<file path="src/rtl/mac_accum_unit_if.sv">
// Operand and result stream bundle for mac_accum_unit.
// The master drives operand pairs and takes results; the slave is the MAC unit.
interface mac_accum_unit_if #(
    parameter int DATA_W = 32
);
    logic              op_valid;
    logic              op_ready;
    logic [DATA_W-1:0] op_a;
    logic [DATA_W-1:0] op_b;
    logic              res_valid;
    logic              res_ready;
    logic [DATA_W-1:0] result;

    modport master (
        output op_valid, op_a, op_b, res_ready,
        input  op_ready, res_valid, result
    );

    modport slave (
        input  op_valid, op_a, op_b, res_ready,
        output op_ready, res_valid, result
    );
endinterface

</file>
<file path="src/rtl/mac_accum_unit.sv">
// Sequential signed multiply-accumulate: LEN operand pairs in, one DATA_W dot product out.
// Optional MAC_SAT_EN: saturating product and sum with a sticky sat_flag (wrap arithmetic otherwise).
module mac_accum_unit #(
    parameter int DATA_W = 32,
    parameter int LEN    = 4,
    parameter int CNT_W  = $clog2(LEN) + 1
) (
    input  logic             clk,
    input  logic             rst_n,
    input  logic             start,
    mac_accum_unit_if.slave  bus,
    output logic             busy,
    output logic             sat_flag
);
    typedef enum logic [1:0] {
        IDLE  = 2'd0,
        ACCUM = 2'd1,
        DONE  = 2'd2
    } state_t;

    state_t             state_q, state_d;
    logic [DATA_W-1:0]  acc_q, acc_d;
    logic [DATA_W-1:0]  result_q, result_d;
    logic [CNT_W-1:0]   cnt_q, cnt_d;
    logic               sat_q, sat_d;

    logic [DATA_W-1:0]  acc_next;
    logic               sat_event;

`ifdef MAC_SAT_EN
    localparam logic [DATA_W-1:0] SAT_MAX = {1'b0, {(DATA_W-1){1'b1}}};
    localparam logic [DATA_W-1:0] SAT_MIN = {1'b1, {(DATA_W-1){1'b0}}};

    logic signed [2*DATA_W-1:0] prod_full;
    logic        [DATA_W-1:0]   prod_sat;
    logic        [DATA_W:0]     sum_ext;
    logic                       prod_ovf;
    logic                       sum_ovf;

    always_comb begin
        prod_full = $signed(bus.op_a) * $signed(bus.op_b);
        // The product fits in DATA_W bits only if its top DATA_W+1 bits are a pure sign extension.
        prod_ovf  = !((&prod_full[2*DATA_W-1:DATA_W-1]) || !(|prod_full[2*DATA_W-1:DATA_W-1]));
        prod_sat  = prod_ovf ? (prod_full[2*DATA_W-1] ? SAT_MIN : SAT_MAX)
                             : prod_full[DATA_W-1:0];
        sum_ext   = {acc_q[DATA_W-1], acc_q} + {prod_sat[DATA_W-1], prod_sat};
        sum_ovf   = sum_ext[DATA_W] ^ sum_ext[DATA_W-1];
        acc_next  = sum_ovf ? (sum_ext[DATA_W] ? SAT_MIN : SAT_MAX) : sum_ext[DATA_W-1:0];
        sat_event = prod_ovf | sum_ovf;
    end
`else
    logic [DATA_W-1:0] prod_lo;

    // The low DATA_W bits of a product are identical for signed and unsigned operands.
    assign prod_lo   = bus.op_a * bus.op_b;
    assign acc_next  = acc_q + prod_lo;
    assign sat_event = 1'b0;
`endif

    always_comb begin
        // NOTE: every next-state variable gets a default first so no path can infer a latch.
        state_d  = state_q;
        acc_d    = acc_q;
        cnt_d    = cnt_q;
        result_d = result_q;
        sat_d    = sat_q;

        unique case (state_q)
            IDLE: begin
                if (start) begin
                    state_d = ACCUM;
                    acc_d   = '0;
                    cnt_d   = '0;
                    sat_d   = 1'b0;
                end
            end
            ACCUM: begin
                if (bus.op_valid) begin
                    acc_d = acc_next;
                    cnt_d = cnt_q + CNT_W'(1);
                    if (sat_event) sat_d = 1'b1;
                    if (cnt_q == CNT_W'(LEN - 1)) begin
                        state_d  = DONE;
                        result_d = acc_next;
                    end
                end
            end
            DONE: begin
                if (bus.res_ready) state_d = IDLE;
            end
            default: state_d = IDLE;
        endcase
    end

    always_ff @(posedge clk) begin
        // NOTE: sequential state uses non-blocking assignments so all registers update together.
        if (!rst_n) begin
            state_q  <= IDLE;
            acc_q    <= '0;
            cnt_q    <= '0;
            result_q <= '0;
            sat_q    <= 1'b0;
        end else begin
            state_q  <= state_d;
            acc_q    <= acc_d;
            cnt_q    <= cnt_d;
            result_q <= result_d;
            sat_q    <= sat_d;
        end
    end

    // Handshake outputs decode the state register only; nothing combinational reaches them.
    assign bus.op_ready  = (state_q == ACCUM);
    assign bus.res_valid = (state_q == DONE);
    assign bus.result    = result_q;
    assign busy          = (state_q != IDLE);
    assign sat_flag      = sat_q;
endmodule

</file>
<file path="src/flat_wrapper.sv">
// flat-port wrapper written by rule: the top's interface ports become plain ports
module mac_accum_unit_flat 
#(
    parameter int DATA_W = 32,
    parameter int LEN    = 4,
    parameter int CNT_W  = $clog2(LEN) + 1
)
  (clk, rst_n, start, busy, sat_flag, bus_op_valid, bus_op_a, bus_op_b, bus_res_ready, bus_op_ready, bus_res_valid, bus_result);
  mac_accum_unit_if #(.DATA_W(DATA_W)) bus_i ();
  input  logic clk;
  input  logic rst_n;
  input  logic start;
  output logic busy;
  output logic sat_flag;
  input wire logic [$bits(bus_i.op_valid)-1:0] bus_op_valid;
  input wire logic [$bits(bus_i.op_a)-1:0] bus_op_a;
  input wire logic [$bits(bus_i.op_b)-1:0] bus_op_b;
  input wire logic [$bits(bus_i.res_ready)-1:0] bus_res_ready;
  output wire logic [$bits(bus_i.op_ready)-1:0] bus_op_ready;
  output wire logic [$bits(bus_i.res_valid)-1:0] bus_res_valid;
  output wire logic [$bits(bus_i.result)-1:0] bus_result;
  assign bus_i.op_valid = bus_op_valid;
  assign bus_i.op_a = bus_op_a;
  assign bus_i.op_b = bus_op_b;
  assign bus_i.res_ready = bus_res_ready;
  assign bus_op_ready = bus_i.op_ready;
  assign bus_res_valid = bus_i.res_valid;
  assign bus_result = bus_i.result;
  mac_accum_unit #(.DATA_W(DATA_W), .LEN(LEN), .CNT_W(CNT_W)) u_core (.clk(clk), .rst_n(rst_n), .start(start), .bus(bus_i), .busy(busy), .sat_flag(sat_flag));
endmodule
</file>
<file path="config.mk">
export PLATFORM = sky130hd
export DESIGN_NAME = mac_accum_unit_flat
export DESIGN_NICKNAME = d
export VERILOG_FILES = /design/src/rtl/mac_accum_unit_if.sv /design/src/rtl/mac_accum_unit.sv /design/src/flat_wrapper.sv
export SDC_FILE = /design/constraint.sdc
export NUM_CORES = 1
export LEC_CHECK = 0
export CORE_AREA = 2 2 191 193
export CTS_CLUSTER_SIZE = 30
export DETAILED_ROUTE_END_ITERATION = 16
export DIE_AREA = 0 0 193 195
export PLACE_DENSITY = 0.73
export SYNTH_ARGS = -nofsm -noshare
export SYNTH_HDL_FRONTEND = slang
export SYNTH_SLANG_ARGS = --single-unit
</file>
<file path="constraint.sdc">
create_clock -name clk -period 8.3 [get_ports clk]
set_input_delay 0.83 -clock clk [delete_from_list [all_inputs] [get_ports clk]]
set_output_delay 0.83 -clock clk [all_outputs]
set_load 0.01 [all_outputs]
</file>
==> results of run 1 <==
[placed cells by master (no fill, tap or decap), drive strengths merged, types with 11 or more instances in the layout]
cell type        n
inv            500
fa             438
nand2          312
and2           298
ha             126
clkdlybuf4s50   99
buf             71
dfxtp           69
xnor2           61
a21boi          28
xor2            25
nor2b           23
a21oi           23
o21ai           22
a22oi           20
nand3           16
a21o            13
nor2            12
clkbuf          11
[sequential cells by signal, indices dropped and copies added, names as in the netlist]
name	count
u_core.acc_q	32
u_core.bus.result	32
u_core.state_q	2
u_core.cnt_q	3
[how the worst min path moves through the flow]
stage                                 endpoint            startpoint  cells after the start
after CTS                 u_core.bus.result[9]  u_core.bus.result[9]                      2
after global placement         u_core.acc_q[3]       u_core.acc_q[3]                      2
after floorplan                u_core.acc_q[2]       u_core.acc_q[2]                      2
final                     u_core.bus.result[9]  u_core.bus.result[9]                      2
after detailed placement  u_core.bus.result[9]  u_core.bus.result[9]                      2
after global routing      u_core.bus.result[7]  u_core.bus.result[7]                      2
[logic make-up (layout without fill, tap and decap cells)]
logic type,count (synthesis),in the layout,share of synthesized area [%]
buffers and inverters,609,689,11.9
and+or+nand+nor,680,680,17.7
xor gates and xnor gates,87,87,4.06
DFF,69,69,7.16
other,1,2,0.0194
muxes,1,1,0.0519
adders and majority gates,564,564,53.6
AOI/OAI and AO/OA,146,146,5.40
[metal layers]
metal,track usage [%],up-vias,routed length [µm]
met5,0,-,0
met4,6.43,0,1080
met3,4.69,70,3880
met2,43.1,532,22300
met1,43.1,7233,22400
li1,-,6396,-
[cells in the mapped netlist, drive strengths merged, types with 20 or more instances]
master,instances,area share (%)
fa,438,45
a21boi,28,1.1
xor2,25,1.1
a21oi,23,0.60
and2,298,9.7
ha,126,8.2
xnor2,61,2.8
inv,499,9.7
nand2,312,6.1
clkbuf,97,1.9
a22oi,20,0.80
dfxtp,69,7.2
nor2b,23,0.75
o21ai,22,0.57
[layout make-up]
type / count / area (µm²)
Multi-Input combinational cell: 1479 / 15600
Fill cell: 3103 / 14100
Inverter: 500 / 1880
Timing Repair Buffer: 173 / 1560
Sequential cell: 69 / 1380
Tap cell: 461 / 577
Clock buffer: 11 / 243
Clock inverter: 5 / 58.8
Antenna cell: 1 / 2.50
[per-stage QoR]
step / hold slack (ps) / util [%] / setup WS (ps)
after global placement: 454 / 59.3 / 66.1
after global routing: 491 / 60.2 / 59.8
after detailed placement: 463 / 59.3 / -70.2
final: 466 / 60.2 / 343
after floorplan: 441 / - / 810
after CTS: 471 / 60.2 / 270
[worst reg2reg max path, stage by stage (launching register included)]
cell	delay [ps]
dfxtp_1	350
fa_1	510
fa_1	500
fa_1	490
inv_1	50
fa_1	530
inv_1	50
fa_1	500
inv_1	60
fa_1	520
inv_1	50
fa_1	490
inv_1	80
fa_1	490
inv_1	50
ha_1	330
a21o_1	180
a21o_1	170
a21o_1	200
a22oi_2	260
nor3_1	120
o41ai_2	320
xor2_1	250
o21ai_1	70
and2_1	150
==> results.json, run 1 <==
{
  "grt_pass1_wl_mm": 83.0,
  "r2r_end": "u_core.acc_q[31]",
  "wirelength_mm": 49.7,
  "critPathKind": "input pin to flop",
  "r2r_start": "u_core.acc_q[18]",
  "path_clk_slew_ps": 60,
  "worst_ep_arrival_time_ps": 8190,
  "cpMostUsedCell": "fa_1",
  "rsz0062_at_grt": "no",
  "final_hold_viol_count": 0,
  "clock_latency_ps": 340,
  "via_per_inst": 5.27,
  "fin_area_um2": 21300,
  "synthArstFlopShare_pct": 0,
  "hpwl_mm": 43.4,
  "ctsHoldBuffers": 0,
  "ctsResizeCount": 0,
  "drv_slew": 0,
  "critPathCapture": "u_core.acc_q[31]",
  "slowest_delay_ps": 760,
  "rr_worst_depth": 24,
  "post_cts_buffers": 0,
  "synthCells": 2157,
  "grt_pass1_vias": 15400,
  "synth_warnings": 0,
  "drtIter0Drc": 994,
  "rows": 69,
  "hp-class": "flop to flop",
  "path_max_fanout": 11,
  "status": "completed",
  "layout-drive-gt1-share_pct": 4.34,
  "numCtsBuffers": 9,
  "antenna_found_initial": 1,
  "synth_cell_types": 54,
  "placed_area_um2": 21000,
  "nets": 2865,
  "placed_cells": 2682,
  "crit_path_top_delay_cell": "clkdlybuf4s50_1",
  "synth_edf_count": 0,
  "min_period_ps": 7960,
  "drc": 0,
  "critPathTopFamily": "adder cells",
  "cp_num_buf_inv": 7,
  "synth_fp_nets": 2790,
  "instances_no_fill": 2699,
  "finalCritPeriodShare_pct": 95.9,
  "grt_overflow": 0,
  "die_area_um2": 37600,
  "synth_area_per_cell_um2": 8.94,
  "wl_per_cell_um": 18.4,
  "ys.flop_type": "dfxtp_1",
  "clk_path_buf_depth": 2,
  "startpoint": "bus_op_b[0]",
  "cts_tree": "yes",
  "firstDrtPassIters": 8,
  "syn2layout_area_growth_pct": 10.4,
  "cp.required_ps": 8530,
  "synth_area_um2": 19300,
  "cts.sinks": 69,
  "grt_max_degree": 75,
  "tightest_slew_ps": 1080,
  "ioPinCount": 105,
  "fp.dieW_um": 193,
  "tns_ps": 0,
  "finalSetupViolCount": 0,
  "cp_num_cells": 26,
  "root_buffer": "clkbuf_16",
  "start_kind": "input pin",
  "drv_cap": 0,
  "antenna_left": 0,
  "start_util_pct": 54.5,
  "gp_congestion": 0.907,
  "r2r_slack_ps": 1410,
  "fin_skew_ps": 5.68,
  "fmax_ghz": 0.126,
  "synth.ff_latch_count": 69,
  "ys_seq_area_share_pct": 7.16,
  "track_usage_pct": 28.5,
  "coreArea_um2": 35400,
  "vias": 14200,
  "critPathCaptureType": "flop",
  "relSlewSlack_pct": 28.1,
  "port-buffer-count": 103,
  "htreeDepth": 3,
  "die_y_um": 195
}
Power of run 1 is not shown: default switching activity piles up to over one toggle a cycle in this logic, so the estimate is an artifact.
==> run 2, diff against run 1 <==
--- a/config.mk
+++ b/config.mk
@@ -5,11 +5,11 @@
 export SDC_FILE = /design/constraint.sdc
 export NUM_CORES = 1
 export LEC_CHECK = 0
-export CORE_AREA = 2 2 191 193
+export CORE_AREA = 2 2 186 188
 export CTS_CLUSTER_SIZE = 30
 export DETAILED_ROUTE_END_ITERATION = 16
-export DIE_AREA = 0 0 193 195
-export PLACE_DENSITY = 0.73
+export DIE_AREA = 0 0 188 190
+export PLACE_DENSITY = 0.8
 export SYNTH_ARGS = -nofsm -noshare
 export SYNTH_HDL_FRONTEND = slang
 export SYNTH_SLANG_ARGS = --single-unit
==> constraint.sdc (replaced) <==
create_clock -name clk -period 7.1 [get_ports clk]
set_input_delay 0.71 -clock clk [delete_from_list [all_inputs] [get_ports clk]]
set_output_delay 0.71 -clock clk [all_outputs]
set_load 0.01 [all_outputs]
==> run 2 against run 1 <==
The flow now finishes with violations (negative setup slack). Non-clock buffer count is 211 higher. Via count is 14% higher. Worst setup slack worse by 470 ps.
==> results.json, run 2 (synthesis results as in run 1) <==
{
  "critPathCaptureType": "flop",
  "fin_skew_ps": 5.71,
  "tns_ps": -435,
  "ctsHoldBuffers": 0,
  "use_met3_pct": 7.23,
  "drv_slew": 0,
  "rows": 68,
  "htreeDepth": 3,
  "final_common_cell": "inv_1",
  "via_per_inst": 5.58,
  "finalSetupViolCount": 6,
  "start_kind": "input pin",
  "grt_max_degree": 75,
  "multi_input_area_um2": 16200,
  "rsz0062_at_grt": "yes",
  "antenna_found_initial": 3,
  "root_buffer": "clkbuf_16",
  "slowest_delay_ps": 610,
  "vias": 16200,
  "drtIter0Drc": 1397,
  "wirelength_mm": 60.4,
  "nets": 3076,
  "min_period_ps": 7230,
  "gp_congestion": 0.945,
  "crit_path_top_delay_cell": "fa_1",
  "numCtsBuffers": 9,
  "layout-drive-gt1-share_pct": 20.4,
  "drc": 0,
  "cp.required_ps": 7360,
  "grt.met2_usage_pct": 51.1,
  "grt_pass1_vias": 17200,
  "cpMostUsedCell": "fa_1",
  "failed_checks": "negative setup slack",
  "firstDrtPassIters": 5,
  "fp.dieW_um": 188,
  "relSlewSlack_pct": 23.9,
  "path_max_fanout": 7,
  "instances_no_fill": 2905,
  "track_usage_pct": 32.2,
  "ioPinCount": 105,
  "drv_cap": 0,
  "grt_pass1_wl_mm": 89.2,
  "cts_tree": "yes",
  "fin_ws_ps": -127,
  "finalCritPeriodShare_pct": 102,
  "hp-class": "flop to flop",
  "clock_latency_ps": 330,
  "die_y_um": 190,
  "wl_per_cell_um": 20.8,
  "tightest_slew_ps": 1140,
  "mostFrequentLayoutCells": "456 x inv_1, 406 x fa_1, 303 x nand2_1",
  "fillers": 2202,
  "clk_path_buf_depth": 2,
  "antenna_left": 0,
  "hpwl_mm": 43.6,
  "port-buffer-count": 103,
  "status": "complete, but fails checks",
  "start_util_pct": 56.8,
  "grt_overflow": 0,
  "fmax_ghz": 0.138,
  "syn2layout_area_growth_pct": 24.8,
  "seqCellArea_um2": 1380,
  "critPathKind": "input pin to flop",
  "met1_usage_pct": 42.7,
  "cts.sinks": 69,
  "coreArea_um2": 33900,
  "placed_cells": 2804,
  "die_area_um2": 35700,
  "final_hold_viol_count": 0,
  "worst_ep_arrival_time_ps": 7490,
  "path_clk_slew_ps": 50,
  "busiest_layer": "met2"
}
run 2: cell types whose count changed in the layout (fill, tap and decap cells not counted), moves of 37 or more:
cell             delta
buf_4             +125
buf_6              +44
clkdlybuf4s50_1    -44
inv_1              -43
inv_2              +43
and2_1             -37
and2_4             +37
run 2: per-layer routing:
metal / vias up / wire length [µm]
li1: 6833 / -
met1: 8063 / 22400
met2: 1040 / 27900
met3: 279 / 6480
met4: 0 / 3660
met5: - / 0
run 2: worst max-delay path, delay by kind of cell:
family                     cells  cell delay, ps
AOI/OAI and AO/OA              7            1420
xor gates and xnor gates       1             210
adders and majority gates      9            4020
buffers and inverters          7             830
and+or+nand+nor                2             320
run 2: stage by stage:
| step | utilization, % | worst slack (ps) | hold slack, ps | area (µm²) |
|---|---|---|---|---|
| final | 70.9 | -127 | 463 | 24100 |
| after global routing | 70.9 | -377 | 489 | 24100 |
| after CTS | 68.8 | -81.7 | 469 | 23300 |
| after detailed placement | 65.7 | -839 | 462 | 22300 |
| after global placement | 65.7 | -659 | 455 | 22300 |
| after floorplan | - | 0.191 | 441 | 19300 |
run 2: cell type report:
type	count	area share [%]
flip-flops and latches	69	5.74
well taps	455	2.37
repair buffers	384	15.7
multi-input cells	1479	67.1
clock inverters	3	0.182
diodes	2	0.0208
clock buffers	13	1.08
inverters	500	7.80
run 2: timing repair:
action,CTS,global route
setup endpoints to repair,33,35
pin swaps,102,140
setup buffers,40,33
gates cloned,8,8
resized for setup,169,213
run 2: final timing paths:
kind | start | endpoint | cells past startpoint | slack (ps)
setup / recovery | bus_op_b[5] | u_core.acc_q[25] | 26 | -130
hold / removal | u_core.bus.result[27] | u_core.bus.result[27] | 2 | 460
setup reg to reg | u_core.acc_q[23] | u_core.acc_q[31] | 24 | 390
hold reg to reg | u_core.bus.result[27] | u_core.bus.result[27] | 2 | 460
Power of run 2 is left out for the same reason.
==> run 3, diff against run 2 <==
--- a/config.mk
+++ b/config.mk
@@ -5,11 +5,12 @@
 export SDC_FILE = /design/constraint.sdc
 export NUM_CORES = 1
 export LEC_CHECK = 0
-export CORE_AREA = 2 2 186 188
+export CORE_AREA = 2 2 181 183
 export CTS_CLUSTER_SIZE = 30
 export DETAILED_ROUTE_END_ITERATION = 16
-export DIE_AREA = 0 0 188 190
-export PLACE_DENSITY = 0.8
+export DIE_AREA = 0 0 183 185
+export DONT_BUFFER_PORTS = 1
+export PLACE_DENSITY = 0.79
 export SYNTH_ARGS = -nofsm -noshare
 export SYNTH_HDL_FRONTEND = slang
 export SYNTH_SLANG_ARGS = --single-unit
==> run 3 against run 2 <==
The flow now finishes without violations. Fmax is 5.4% higher. Critical path depth shrank 1. Utilization is 9.0 points lower. Sequential cell count unchanged. Routed wire length fell by 22%. Via count is 15% lower.
==> results.json, run 3 (synthesis results as in run 1) <==
{
  "drv_slew": 0,
  "coreArea_um2": 32000,
  "rows": 66,
  "cp_num_buf_inv": 6,
  "layout-drive-gt1-share_pct": 2.03,
  "syn2layout_area_growth_pct": 2.82,
  "drtIter0Drc": 898,
  "drc": 0,
  "critPathTopFamily": "adder cells",
  "grt_max_degree": 75,
  "grt_pass1_vias": 15300,
  "ioPinCount": 105,
  "crit_path_top_delay_cell": "fa_1",
  "path_clk_slew_ps": 60,
  "via_per_inst": 5.56,
  "fp.dieW_um": 183,
  "rsz0062_at_grt": "yes",
  "start_util_pct": 60.2,
  "min_period_ps": 6860,
  "hpwl_mm": 38.3,
  "nets": 2703,
  "post-route-util_pct": 61.9,
  "cts.sinks": 69,
  "antenna_found_initial": 1,
  "ctsHoldBuffers": 0,
  "worst_ep_arrival_time_ps": 7090,
  "cpMostUsedCell": "fa_1",
  "die_area_um2": 33900,
  "track_usage_pct": 30.0,
  "fin_skew_ps": 6.20,
  "cp.required_ps": 7330,
  "seqCellArea_um2": 1380,
  "die_y_um": 185,
  "grt_pass1_wl_mm": 79.5,
  "cts_tree": "yes",
  "wirelength_mm": 47.1,
  "gp_congestion": 0.947,
  "wl_per_cell_um": 19.0,
  "tightest_slew_ps": 1180,
  "finalSetupViolCount": 0,
  "grt_overflow": 0,
  "diodes": 0,
  "mostFrequentLayoutCells": "499 x inv_1, 438 x fa_1, 311 x nand2_1",
  "finalCritPeriodShare_pct": 96.6,
  "critPathKind": "input pin to flop",
  "vias": 13800,
  "antenna_left": 0,
  "final_common_cell": "inv_1",
  "drv_cap": 0,
  "clk_path_buf_depth": 2,
  "start_kind": "input pin",
  "slowest_delay_ps": 570,
  "status": "completed",
  "port-buffer-count": 0,
  "firstDrtPassIters": 5,
  "numCtsBuffers": 9,
  "relSlewSlack_pct": 21.2,
  "path_max_fanout": 27,
  "critPathCaptureType": "flop",
  "hp-class": "flop to flop",
  "root_buffer": "clkbuf_16",
  "htreeDepth": 3,
  "clock_latency_ps": 340,
  "fillers": 2668,
  "final_hold_viol_count": 0,
  "fmax_ghz": 0.146,
  "multi_input_area_um2": 15600
}
[run 3: changes by cell type in the layout (fill, tap and decap cells not counted), moves of 11 or more]
| cell | delta |
|---|---|
| buf_4 | -184 |
| clkdlybuf4s50_1 | -55 |
| buf_6 | -44 |
| inv_1 | +43 |
| inv_2 | -43 |
| and2_1 | +37 |
| and2_4 | -37 |
| fa_1 | +32 |
| fa_2 | -32 |
| buf_12 | -28 |
| clkbuf_2 | -16 |
| buf_2 | -12 |
| ha_1 | +11 |
[run 3: path summary, 6_finish.rpt]
check / start / endpoint / slack (ps) / cells after the start
min reg2reg: u_core.acc_q[4] / u_core.acc_q[4] / 470 / 2
max reg2reg: u_core.acc_q[23] / u_core.acc_q[31] / 380 / 24
max: bus_op_b[5] / u_core.acc_q[31] / 240 / 25
min: u_core.acc_q[4] / u_core.acc_q[4] / 470 / 2
[run 3: what timing repair did]
action	4_1_cts	5_1_grt
setup endpoints to repair	0	7
buffers inserted	0	1
gates resized for setup	0	4
[run 3: tightest hold or removal path, cell delays in order, from the launching register on]
cell and delay [ps]:
dfxtp_1 300, nand2_1 50, a21boi_0 60
[run 3: final cells by class]
| class | count | share of cell area [%] |
|---|---|---|
| Sequential cell | 69 | 6.96 |
| Clock buffer | 9 | 1.14 |
| Timing Repair Buffer | 11 | 0.416 |
| Multi-Input combinational cell | 1479 | 78.9 |
| Inverter | 500 | 9.46 |
| Tap cell | 408 | 2.57 |
| Clock inverter | 6 | 0.561 |
[run 3: metrics by stage]
| step | worst slack, ps | cells | hold slack (ps) | setup TNS, ps | instance area [µm²] |
|---|---|---|---|---|---|
| finish | 244 | 2482 | 467 | 0 | 19800 |
| global route | -38.7 | 2482 | 492 | -38.7 | 19800 |
| CTS | 211 | 2481 | 471 | 0 | 19800 |
| detailed placement | -104 | 2466 | 464 | -264 | 19500 |
| global placement | 13.8 | 2466 | 449 | 0 | 19500 |
| floorplan | 0.191 | 2157 | 441 | 0 | 19300 |
[run 3: routing by layer]
metal,routed length [µm],track usage [%]
met1,19600,41.8
met2,21900,47.7
met4,1150,8.03
met5,0,0
met3,4460,7.08
Power of run 3 is left out for the same reason.
